===== src/rtl/alu_pkg.sv =====
// Shared types and constants for the ALU issue stage: ALU control codes,
// RV32I opcode/funct fields, skid FSM states and the issue payload.
package alu_pkg;

    localparam int DATA_W = 32;
    localparam int CODE_W = 4;

    localparam logic [CODE_W-1:0] ALU_ADD  = 4'b0000;
    localparam logic [CODE_W-1:0] ALU_AND  = 4'b0001;
    localparam logic [CODE_W-1:0] ALU_OR   = 4'b0010;
    localparam logic [CODE_W-1:0] ALU_XOR  = 4'b0011;
    localparam logic [CODE_W-1:0] ALU_SLL  = 4'b0100;
    localparam logic [CODE_W-1:0] ALU_SRL  = 4'b0101;
    localparam logic [CODE_W-1:0] ALU_SRA  = 4'b0110;
    localparam logic [CODE_W-1:0] ALU_SUB  = 4'b0111;
    localparam logic [CODE_W-1:0] ALU_SLTU = 4'b1000;
    localparam logic [CODE_W-1:0] ALU_SLT  = 4'b1001;
    localparam logic [CODE_W-1:0] ALU_NOP  = 4'b1111;

    localparam logic [6:0] OPC_OP     = 7'b0110011;
    localparam logic [6:0] OPC_OP_IMM = 7'b0010011;
    localparam logic [6:0] OPC_LUI    = 7'b0110111;
    localparam logic [6:0] OPC_AUIPC  = 7'b0010111;
    localparam logic [6:0] OPC_LOAD   = 7'b0000011;
    localparam logic [6:0] OPC_STORE  = 7'b0100011;
    localparam logic [6:0] OPC_BRANCH = 7'b1100011;

    localparam logic [2:0] F3_ADD_SUB = 3'b000;
    localparam logic [2:0] F3_SLL     = 3'b001;
    localparam logic [2:0] F3_SLT     = 3'b010;
    localparam logic [2:0] F3_SLTU    = 3'b011;
    localparam logic [2:0] F3_XOR     = 3'b100;
    localparam logic [2:0] F3_SRL_SRA = 3'b101;
    localparam logic [2:0] F3_OR      = 3'b110;
    localparam logic [2:0] F3_AND     = 3'b111;

    localparam logic [2:0] F3_BEQ  = 3'b000;
    localparam logic [2:0] F3_BNE  = 3'b001;
    localparam logic [2:0] F3_BLT  = 3'b100;
    localparam logic [2:0] F3_BGE  = 3'b101;
    localparam logic [2:0] F3_BLTU = 3'b110;
    localparam logic [2:0] F3_BGEU = 3'b111;

    localparam logic [6:0] F7_BASE = 7'b0000000;
    localparam logic [6:0] F7_ALT  = 7'b0100000;

    typedef enum logic [1:0] {
        ST_EMPTY = 2'd0,
        ST_ONE   = 2'd1,
        ST_TWO   = 2'd2
    } skid_state_e;

    typedef struct packed {
        logic [CODE_W-1:0] ctrl;
        logic [DATA_W-1:0] in1;
        logic [DATA_W-1:0] in2;
        logic              illegal;
    } issue_t;

    // Shared OP / OP-IMM mapping; alt selects SUB/SRA and must already be
    // qualified by the caller (OP-IMM has no SUBI).
    function automatic logic [CODE_W-1:0] alu_op_code(input logic [2:0] funct3,
                                                      input logic       alt);
        logic [CODE_W-1:0] code;
        case (funct3)
            F3_ADD_SUB: code = alt ? ALU_SUB : ALU_ADD;
            F3_SLL:     code = ALU_SLL;
            F3_SLT:     code = ALU_SLT;
            F3_SLTU:    code = ALU_SLTU;
            F3_XOR:     code = ALU_XOR;
            F3_SRL_SRA: code = alt ? ALU_SRA : ALU_SRL;
            F3_OR:      code = ALU_OR;
            default:    code = ALU_AND;
        endcase
        return code;
    endfunction

    // The ALU shifts by the whole operand, so shift amounts are cut to 5 bits.
    function automatic logic [DATA_W-1:0] shamt_ext(input logic [4:0] amount);
        return {{(DATA_W-5){1'b0}}, amount};
    endfunction

endpackage


===== src/rtl/alu_issue_decode.sv =====
// Combinational RV32I decode into the ALU issue payload {ctrl, in1, in2, illegal}.
// Define ALU_ISSUE_ILLEGAL_DETECT_EN to flag undecodable encodings as NOP commands.
module alu_issue_decode
    import alu_pkg::*;
(
    input  logic [31:0]       instr,
    input  logic [DATA_W-1:0] pc,
    input  logic [DATA_W-1:0] rs1_data,
    input  logic [DATA_W-1:0] rs2_data,
    output issue_t            payload
);

    logic [6:0]        opcode;
    logic [2:0]        funct3;
    logic              is_shift;
    logic [DATA_W-1:0] imm_i;
    logic [DATA_W-1:0] imm_s;
    logic [DATA_W-1:0] imm_u;

    assign opcode   = instr[6:0];
    assign funct3   = instr[14:12];
    assign is_shift = (funct3 == F3_SLL) || (funct3 == F3_SRL_SRA);
    assign imm_i    = {{(DATA_W-12){instr[31]}}, instr[31:20]};
    assign imm_s    = {{(DATA_W-12){instr[31]}}, instr[31:25], instr[11:7]};
    assign imm_u    = {instr[31:12], 12'b0};

`ifdef ALU_ISSUE_ILLEGAL_DETECT_EN
    logic [6:0] funct7;
    logic       legal;

    assign funct7 = instr[31:25];
`endif

    always_comb begin
        // NOTE: every output of this block gets a default first, so no path through the case infers a latch.
        payload = '{ctrl: ALU_ADD, in1: '0, in2: '0, illegal: 1'b0};
`ifdef ALU_ISSUE_ILLEGAL_DETECT_EN
        legal = 1'b1;
`endif
        case (opcode)
            OPC_OP: begin
                payload.in1  = rs1_data;
                payload.in2  = is_shift ? shamt_ext(rs2_data[4:0]) : rs2_data;
                payload.ctrl = alu_op_code(funct3, instr[30]);
`ifdef ALU_ISSUE_ILLEGAL_DETECT_EN
                legal = (funct7 == F7_BASE) ||
                        ((funct7 == F7_ALT) && ((funct3 == F3_ADD_SUB) || (funct3 == F3_SRL_SRA)));
`endif
            end
            OPC_OP_IMM: begin
                payload.in1  = rs1_data;
                payload.in2  = is_shift ? shamt_ext(instr[24:20]) : imm_i;
                payload.ctrl = alu_op_code(funct3, (funct3 == F3_SRL_SRA) && instr[30]);
`ifdef ALU_ISSUE_ILLEGAL_DETECT_EN
                if (funct3 == F3_SLL) begin
                    legal = (funct7 == F7_BASE);
                end else if (funct3 == F3_SRL_SRA) begin
                    legal = (funct7 == F7_BASE) || (funct7 == F7_ALT);
                end
`endif
            end
            OPC_LUI: begin
                payload.in2 = imm_u;
            end
            OPC_AUIPC: begin
                payload.in1 = pc;
                payload.in2 = imm_u;
            end
            OPC_LOAD: begin
                payload.in1 = rs1_data;
                payload.in2 = imm_i;
`ifdef ALU_ISSUE_ILLEGAL_DETECT_EN
                legal = funct3 inside {3'b000, 3'b001, 3'b010, 3'b100, 3'b101};
`endif
            end
            OPC_STORE: begin
                payload.in1 = rs1_data;
                payload.in2 = imm_s;
`ifdef ALU_ISSUE_ILLEGAL_DETECT_EN
                legal = funct3 inside {3'b000, 3'b001, 3'b010};
`endif
            end
            OPC_BRANCH: begin
                payload.in1 = rs1_data;
                payload.in2 = rs2_data;
                case (funct3)
                    F3_BEQ, F3_BNE:   payload.ctrl = ALU_SUB;
                    F3_BLT, F3_BGE:   payload.ctrl = ALU_SLT;
                    F3_BLTU, F3_BGEU: payload.ctrl = ALU_SLTU;
                    default: begin
                        payload.ctrl = ALU_SUB;
`ifdef ALU_ISSUE_ILLEGAL_DETECT_EN
                        legal = 1'b0;
`endif
                    end
                endcase
            end
            default: begin
                // Unknown opcodes fall back to rs1 + I-immediate when not flagged.
                payload.in1 = rs1_data;
                payload.in2 = imm_i;
`ifdef ALU_ISSUE_ILLEGAL_DETECT_EN
                legal = 1'b0;
`endif
            end
        endcase
`ifdef ALU_ISSUE_ILLEGAL_DETECT_EN
        if (!legal) begin
            payload = '{ctrl: ALU_NOP, in1: '0, in2: '0, illegal: 1'b1};
        end
`endif
    end

endmodule


===== src/rtl/alu_issue_stage.sv =====
// Decode-to-execute issue stage: decodes RV32I into ALU commands behind a 2-entry
// skid buffer. Optional macro ALU_ISSUE_ILLEGAL_DETECT_EN enables illegal flagging.
module alu_issue_stage
    import alu_pkg::*;
#(
    parameter int XLEN   = DATA_W,
    parameter int CTRL_W = CODE_W
) (
    input  logic              clk_i,
    input  logic              rst_i,
    input  logic              instr_valid_i,
    output logic              instr_ready_o,
    input  logic [31:0]       instr_i,
    input  logic [XLEN-1:0]   pc_i,
    input  logic [XLEN-1:0]   rs1_data_i,
    input  logic [XLEN-1:0]   rs2_data_i,
    output logic              alu_valid_o,
    input  logic              alu_ready_i,
    output logic [CTRL_W-1:0] alu_ctrl_o,
    output logic [XLEN-1:0]   alu_in1_o,
    output logic [XLEN-1:0]   alu_in2_o,
    output logic              illegal_o
);

    skid_state_e state_q, state_d;
    issue_t      dec_payload;
    issue_t      out_q;
    issue_t      skid_q;
    logic        ready_q;
    logic        accept;
    logic        out_fire;
    logic        load_out;
    logic        load_skid;
    logic        move_skid;

    alu_issue_decode u_decode (
        .instr    (instr_i),
        .pc       (pc_i),
        .rs1_data (rs1_data_i),
        .rs2_data (rs2_data_i),
        .payload  (dec_payload)
    );

    assign accept   = instr_valid_i && ready_q;
    assign out_fire = (state_q != ST_EMPTY) && alu_ready_i;

    always_comb begin
        state_d   = state_q;
        load_out  = 1'b0;
        load_skid = 1'b0;
        move_skid = 1'b0;
        case (state_q)
            ST_EMPTY: begin
                if (accept) begin
                    state_d  = ST_ONE;
                    load_out = 1'b1;
                end
            end
            ST_ONE: begin
                if (accept && out_fire) begin
                    load_out = 1'b1;
                end else if (accept) begin
                    state_d   = ST_TWO;
                    load_skid = 1'b1;
                end else if (out_fire) begin
                    state_d = ST_EMPTY;
                end
            end
            ST_TWO: begin
                if (out_fire) begin
                    state_d   = ST_ONE;
                    move_skid = 1'b1;
                end
            end
            default: state_d = ST_EMPTY;
        endcase
    end

    // Ready is registered from the next state, so alu_ready_i never reaches it combinationally.
    always_ff @(posedge clk_i) begin
        // NOTE: sequential state uses non-blocking assignments so every register samples pre-edge values.
        if (rst_i) begin
            state_q <= ST_EMPTY;
            ready_q <= 1'b0;
            out_q   <= '0;
        end else begin
            state_q <= state_d;
            ready_q <= (state_d != ST_TWO);
            if (load_out) begin
                out_q <= dec_payload;
            end else if (move_skid) begin
                out_q <= skid_q;
            end
        end
    end

    // NOTE: the skid entry has no reset; it is only read in ST_TWO, which reset leaves.
    always_ff @(posedge clk_i) begin
        if (load_skid) begin
            skid_q <= dec_payload;
        end
    end

    assign instr_ready_o = ready_q;
    assign alu_valid_o   = (state_q != ST_EMPTY);
    assign alu_ctrl_o    = out_q.ctrl;
    assign alu_in1_o     = out_q.in1;
    assign alu_in2_o     = out_q.in2;
    assign illegal_o     = out_q.illegal;

endmodule


===== config.mk =====
export PLATFORM = sky130hd
export DESIGN_NAME = alu_issue_stage
export DESIGN_NICKNAME = d
export VERILOG_FILES = /design/src/rtl/alu_pkg.sv /design/src/rtl/alu_issue_decode.sv /design/src/rtl/alu_issue_stage.sv
export SDC_FILE = /design/constraint.sdc
export NUM_CORES = 1
export LEC_CHECK = 0
export ABC_AREA = 1
export CAP_MARGIN = 20
export CORE_AREA = 2 2 137 139
export DETAILED_ROUTE_END_ITERATION = 10
export DIE_AREA = 0 0 139 141
export PLACE_DENSITY = 0.74
export SLEW_MARGIN = 15
export SYNTH_ARGS = -nofsm -noshare
export SYNTH_HDL_FRONTEND = slang
export SYNTH_SLANG_ARGS = --single-unit

===== constraint.sdc =====
create_clock -name clk_i -period 5.9 [get_ports clk_i]
set_clock_uncertainty 0.15 [all_clocks]
set_input_delay 1.77 -clock clk_i [delete_from_list [all_inputs] [get_ports clk_i]]
set_output_delay 1.77 -clock clk_i [all_outputs]
set_load 0.005 [all_outputs]

# Word-level counts from Yosys, hierarchy flattened
# Cells that the tools add are included.
# Widths: inputs -> output; s select.
classes:
  n_eq_ne: 16
  n_mux: 27
  n_reduce_logical: 12
ops:
  columns: ["operator", "count"]
  rows:
  - ["$pmux 32 s5", 1]
  - ["$mux 69", 2]
  - ["$mux 32", 2]
  - ["$pmux 32 s2", 1]
  - ["$pmux 4 s7", 2]
  - ["$eq 7x6->1 const B", 3]
  - ["$eq 7x5->1 const B", 2]
  - ["$mux 2", 7]
  - ["$eq 3x3->1 const B", 4]
  - ["$pmux 4 s3", 1]
  - ["$pmux 4 s2", 1]
  - ["$eq 7x7->1 const B", 1]
  - ["$eq 3x2->1 const B", 2]
  - ["$mux 1", 6]
  - ["$mux 3", 2]
  - ["$pmux 2 s3", 1]
  - ["$reduce_or 2->1", 3]
  - ["$logic_and 1x1->1", 4]
  - ["$reduce_bool 2->1", 2]
  - ["$eq 3x1->1 const B", 1]
  - ["$logic_not 3->1", 1]
  - ["$eq 2x1->1 const B", 1]
  - ["$eq 2x2->1 const B", 1]
  - ["$logic_not 2->1", 1]
  - ["other kinds (3)", 3]
word_totals:
  reg_bits: 139
  input_bits: 132
  out_inout_bits: 71

# Logic depth before layout (Yosys ltp)
depth:
  depth_word: 7
  mapped_depth: 11
  depth_no_buf: 10

# Modules after synthesis
# Synthesis repeated with hierarchy kept, for this count alone.
hier_totals:
  cells_unflattened: 1010
  hier_area_um2: 7244.4
by_module_without_submodules:
  columns: ["mod", "instances", "cells_each", "area_per_inst_um2", "seq_area_each_um2"]
  rows:
  - ["alu_issue_stage", 1, 617, 5556.6, 3513.4]
  - ["alu_issue_decode", 1, 393, 1687.9, 0.0]

# Worst setup path after synthesis
# OpenSTA, ideal clock, no wires.
synth_timing:
  path_type: "in2reg"
  startpoint: "input port instr_valid_i"
  endpoint: "register skid_q[10] in the netlist's numbering, enable pin"
  setup_time_ps: 422
  t_arrival_ps: 3307
  t_required_ps: 5328
  slack_ps: 2021
  stages: 4
  path_buffers: 0
  path_cell_list: "nand2_1 > inv_1 > nand4_1 > inv_1"
synth_between:
  elab_chain_len: 4
  word_cells_on_any_way: 5
  cone_classes: "3 x mux; 2 x reduce/logical"
synth_rtl:
  columns: ["item", "line_no", "source"]
  rows:
  - ["from (decl)", "alu_issue_stage.sv:11", "input logic instr_valid_i,"]
  - ["$logic_and 1x1->1 (*)", "alu_issue_stage.sv:44", "assign accept = instr_valid_i && ready_q;"]
  - ["$mux 1 / $logic_and 1x1->1 (equally long branches)", "alu_issue_stage.sv:62, alu_issue_stage.sv:60", null]
  - ["$mux 1 (*)", "alu_issue_stage.sv:60", "if (accept && out_fire) begin"]
  - ["$mux 1 (*)", "alu_issue_stage.sv:52", "case (state_q)"]
  - ["net load_skid", "alu_issue_stage.sv:33", "logic load_skid;"]
  - ["to (signal assigned)", "alu_issue_stage.sv:100", "skid_q <= dec_payload;"]
  - ["to (decl)", "alu_issue_stage.sv:28", "issue_t skid_q;"]
# The timed path passes the listed nets; every way through them passes the cells marked *.
# A chain may end at the register's enable or synchronous reset.

==> results.tsv <==
metric	value	unit
routabilityCongestion	0.864	
viasPerCell	4.99	
grt_pass1_wl	34000	um
start_util	38.9	%
crit_family	simple AND/OR/NAND/NOR gates	
critPathBufInv	2	
crit_top_cell	nor2_1	
grt_max_degree	97	
yosys_warnings	0	
yosysUniqueCellTypes	28	
min_period	4.26	ns
total_power	2.58	mW
hold_viol	0	
power.leakage	4.29	nW
drt_iter0_drc	544	
cp_cell_sequence	clkdlybuf4s50_1 -> nand2_1 -> inv_1 -> nand2_1 -> nor2_2 -> nor2_1 -> nand3_2 -> nand3_1 -> nor2_1 -> nor2_1	
cpMaxStageDelayCell	nand3_2	
outcome	finished, final reports clean	
clock_sinks	139	
r2r_slack	3.63	ns
hold_class	flip-flop to flip-flop	
mostFrequentLayoutCells	nand2_1 (298), clkdlybuf4s50_1 (200), nor2_1 (148), nand3_1 (139), dfxtp_1 (71)	
synth_top_area_share	28.7	%
antenna_found_initial	0	
cts_buffer_depth	2	
slew_violations	0	
row_count	50	
start_kind	input pin	
critPathCaptureType	flip-flop	
htree_levels	4	
ant_nets	0	
layout_commonest_cell	nand2_1	
rsz0062_at_grt	no	
crit_type	input pin to flip-flop	
postCtsSetupRepairBufs	0	
synth_area	7110	um2
maxCapViolCount	0	
slowest_delay	0.75	ns
n_antenna_cell	0	
ys_ff_latch	139	
fin_crit_sh	72.2	%
wl_per_cell	15.6	um
avgSynthCellArea	7.46	um2
synthCells	954	
yosys.area.top_type	edfxtp_1	
slew_headroom	28.6	%
drc	0	
fillers	1747	
cts_hold_buf	0	
num_vias	6855	
power.density	260	nW/um2
synth_nets	1086	
numCtsBuffers	17	
ios	203	
grt_overflow	0	
path_max_fanout	21	
wirelength	21500	um
max_freq	235	MHz
finalSetupViolCount	0	
globalRouteTotalUtil	21.9	%
clk_pin_slew_worst_paths	0.06	ns
synth_seq_area_share	48.7	%
nets	1259	
die_x	139	um
dr.pass1.iters	5	
ff_latch_area	3460	um2
peakVddDrop	0.201	mV
final.setup.tns	0	ns
coreArea	18300	um2
die_area	19600	um2
cp.required	6.11	ns
area_growth	39.2	%
yosys-top-cells-area	edfxtp_1 (29%), dfxtp_1 (20%), nand2_1 (16%), nand3_1 (9.8%), nor2_1 (7.8%)	
cts_tree	done	
critical_path_arrival	4.47	ns
worst_slew_pin_slew	1.07	ns
layout-drive-gt1-share	7.19	%
cts_root_buf	clkbuf_16	
ctsResizeCount	0	
first_global_vias	6307	
portBuffers	201	
die_h	141	um
multi_input_comb_area	3150	um2
clk_latency	0.42	ns
dp.final_hpwl	14400	um
-- sequential cells by signal (all words and copies together) (netlist names) --
name           cells
alu_ctrl_o         4
alu_in1_o         32
alu_in2_o         32
instr_ready_o      1
skid_q            68
state_q            2
-- power breakdown --
group | switching (mW) | internal (mW)
clock | 0.409 | 0.715
combinational | 0.177 | 0.200
sequential | 0.0213 | 1.05
total | 0.607 | 1.97
-- tightest hold or removal path, cell delays in order, from the launching register on --
cell and delay (ns):
edfxtp_1 0.32, nand2_1 0.05, nand2_1 0.05, a21oi_1 0.03
nor2_1 0.07
-- final cells by class --
class	count	area share (%)
clock buffer	25	5.76
clock inverter	7	0.720
inverter	58	2.20
multi-input combinational	696	31.8
sequential	139	35.0
tap	234	2.96
timing repair buffer	215	21.6
-- kinds of logic after synthesis --
group / Yosys count / share of synthesized area [%]
AOI/OAI and AO/OA: 68 / 5.35
other: 1 / 0.0527
DFF: 139 / 48.7
muxes: 8 / 1.13
buffers and inverters: 119 / 7.40
and+or+nand+nor: 619 / 37.4
-- per-stage QoR --
stage	hold WS (ns)	cells	setup slack, ns	area (um2)	util [%]
finish	0.401	1374	1.64	9910	54.2
global route	0.437	1374	1.36	9910	54.2
CTS	0.402	1372	1.66	9870	54.0
detailed placement	0.391	1340	1.20	9230	50.5
global placement	0.375	1340	1.23	9230	50.5
floorplan	0.371	954	2.02	7110	-
-- path summary, 6_finish.rpt --
check | depth (start not counted) | end | from
worst min-delay path | 4 | alu_in1_o[25] | skid_q[58]
worst max register to register | 8 | alu_in1_o[7] | state_q[1]
worst min register to register | 4 | alu_in1_o[25] | skid_q[58]
worst max-delay path | 10 | alu_in2_o[23] | instr_i[1]
-- routing by layer --
metal,vias to the layer above,global-route usage (%),part of all wire [%]
met5,-,0,0
met4,0,6.33,1.6
met3,27,5.54,8.0
met2,293,35.6,47
met1,3096,28.9,44
li1,3439,-,-
-- cell usage after synthesis --
library cell and n:
a211oi_1 1, a21oi_1 37, a31oi_1 14, and2_1 1
buf_2 28, buf_4 10, buf_6 1, clkbuf_1 22
clkinv_1 1, conb_1 1, dfxtp_1 71, edfxtp_1 68
inv_1 51, inv_2 6, mux2i_1 8, nand2_1 299
nand2_2 2, nand3_1 139, nand3_2 21, nand3b_1 1
nand4_1 1, nor2_1 148, nor2_2 3, nor3_1 3
nor3_2 1, o21a_1 8, o21ai_0 5, o21ai_1 3
No activity file was read; power rests on OpenSTA's default activity.
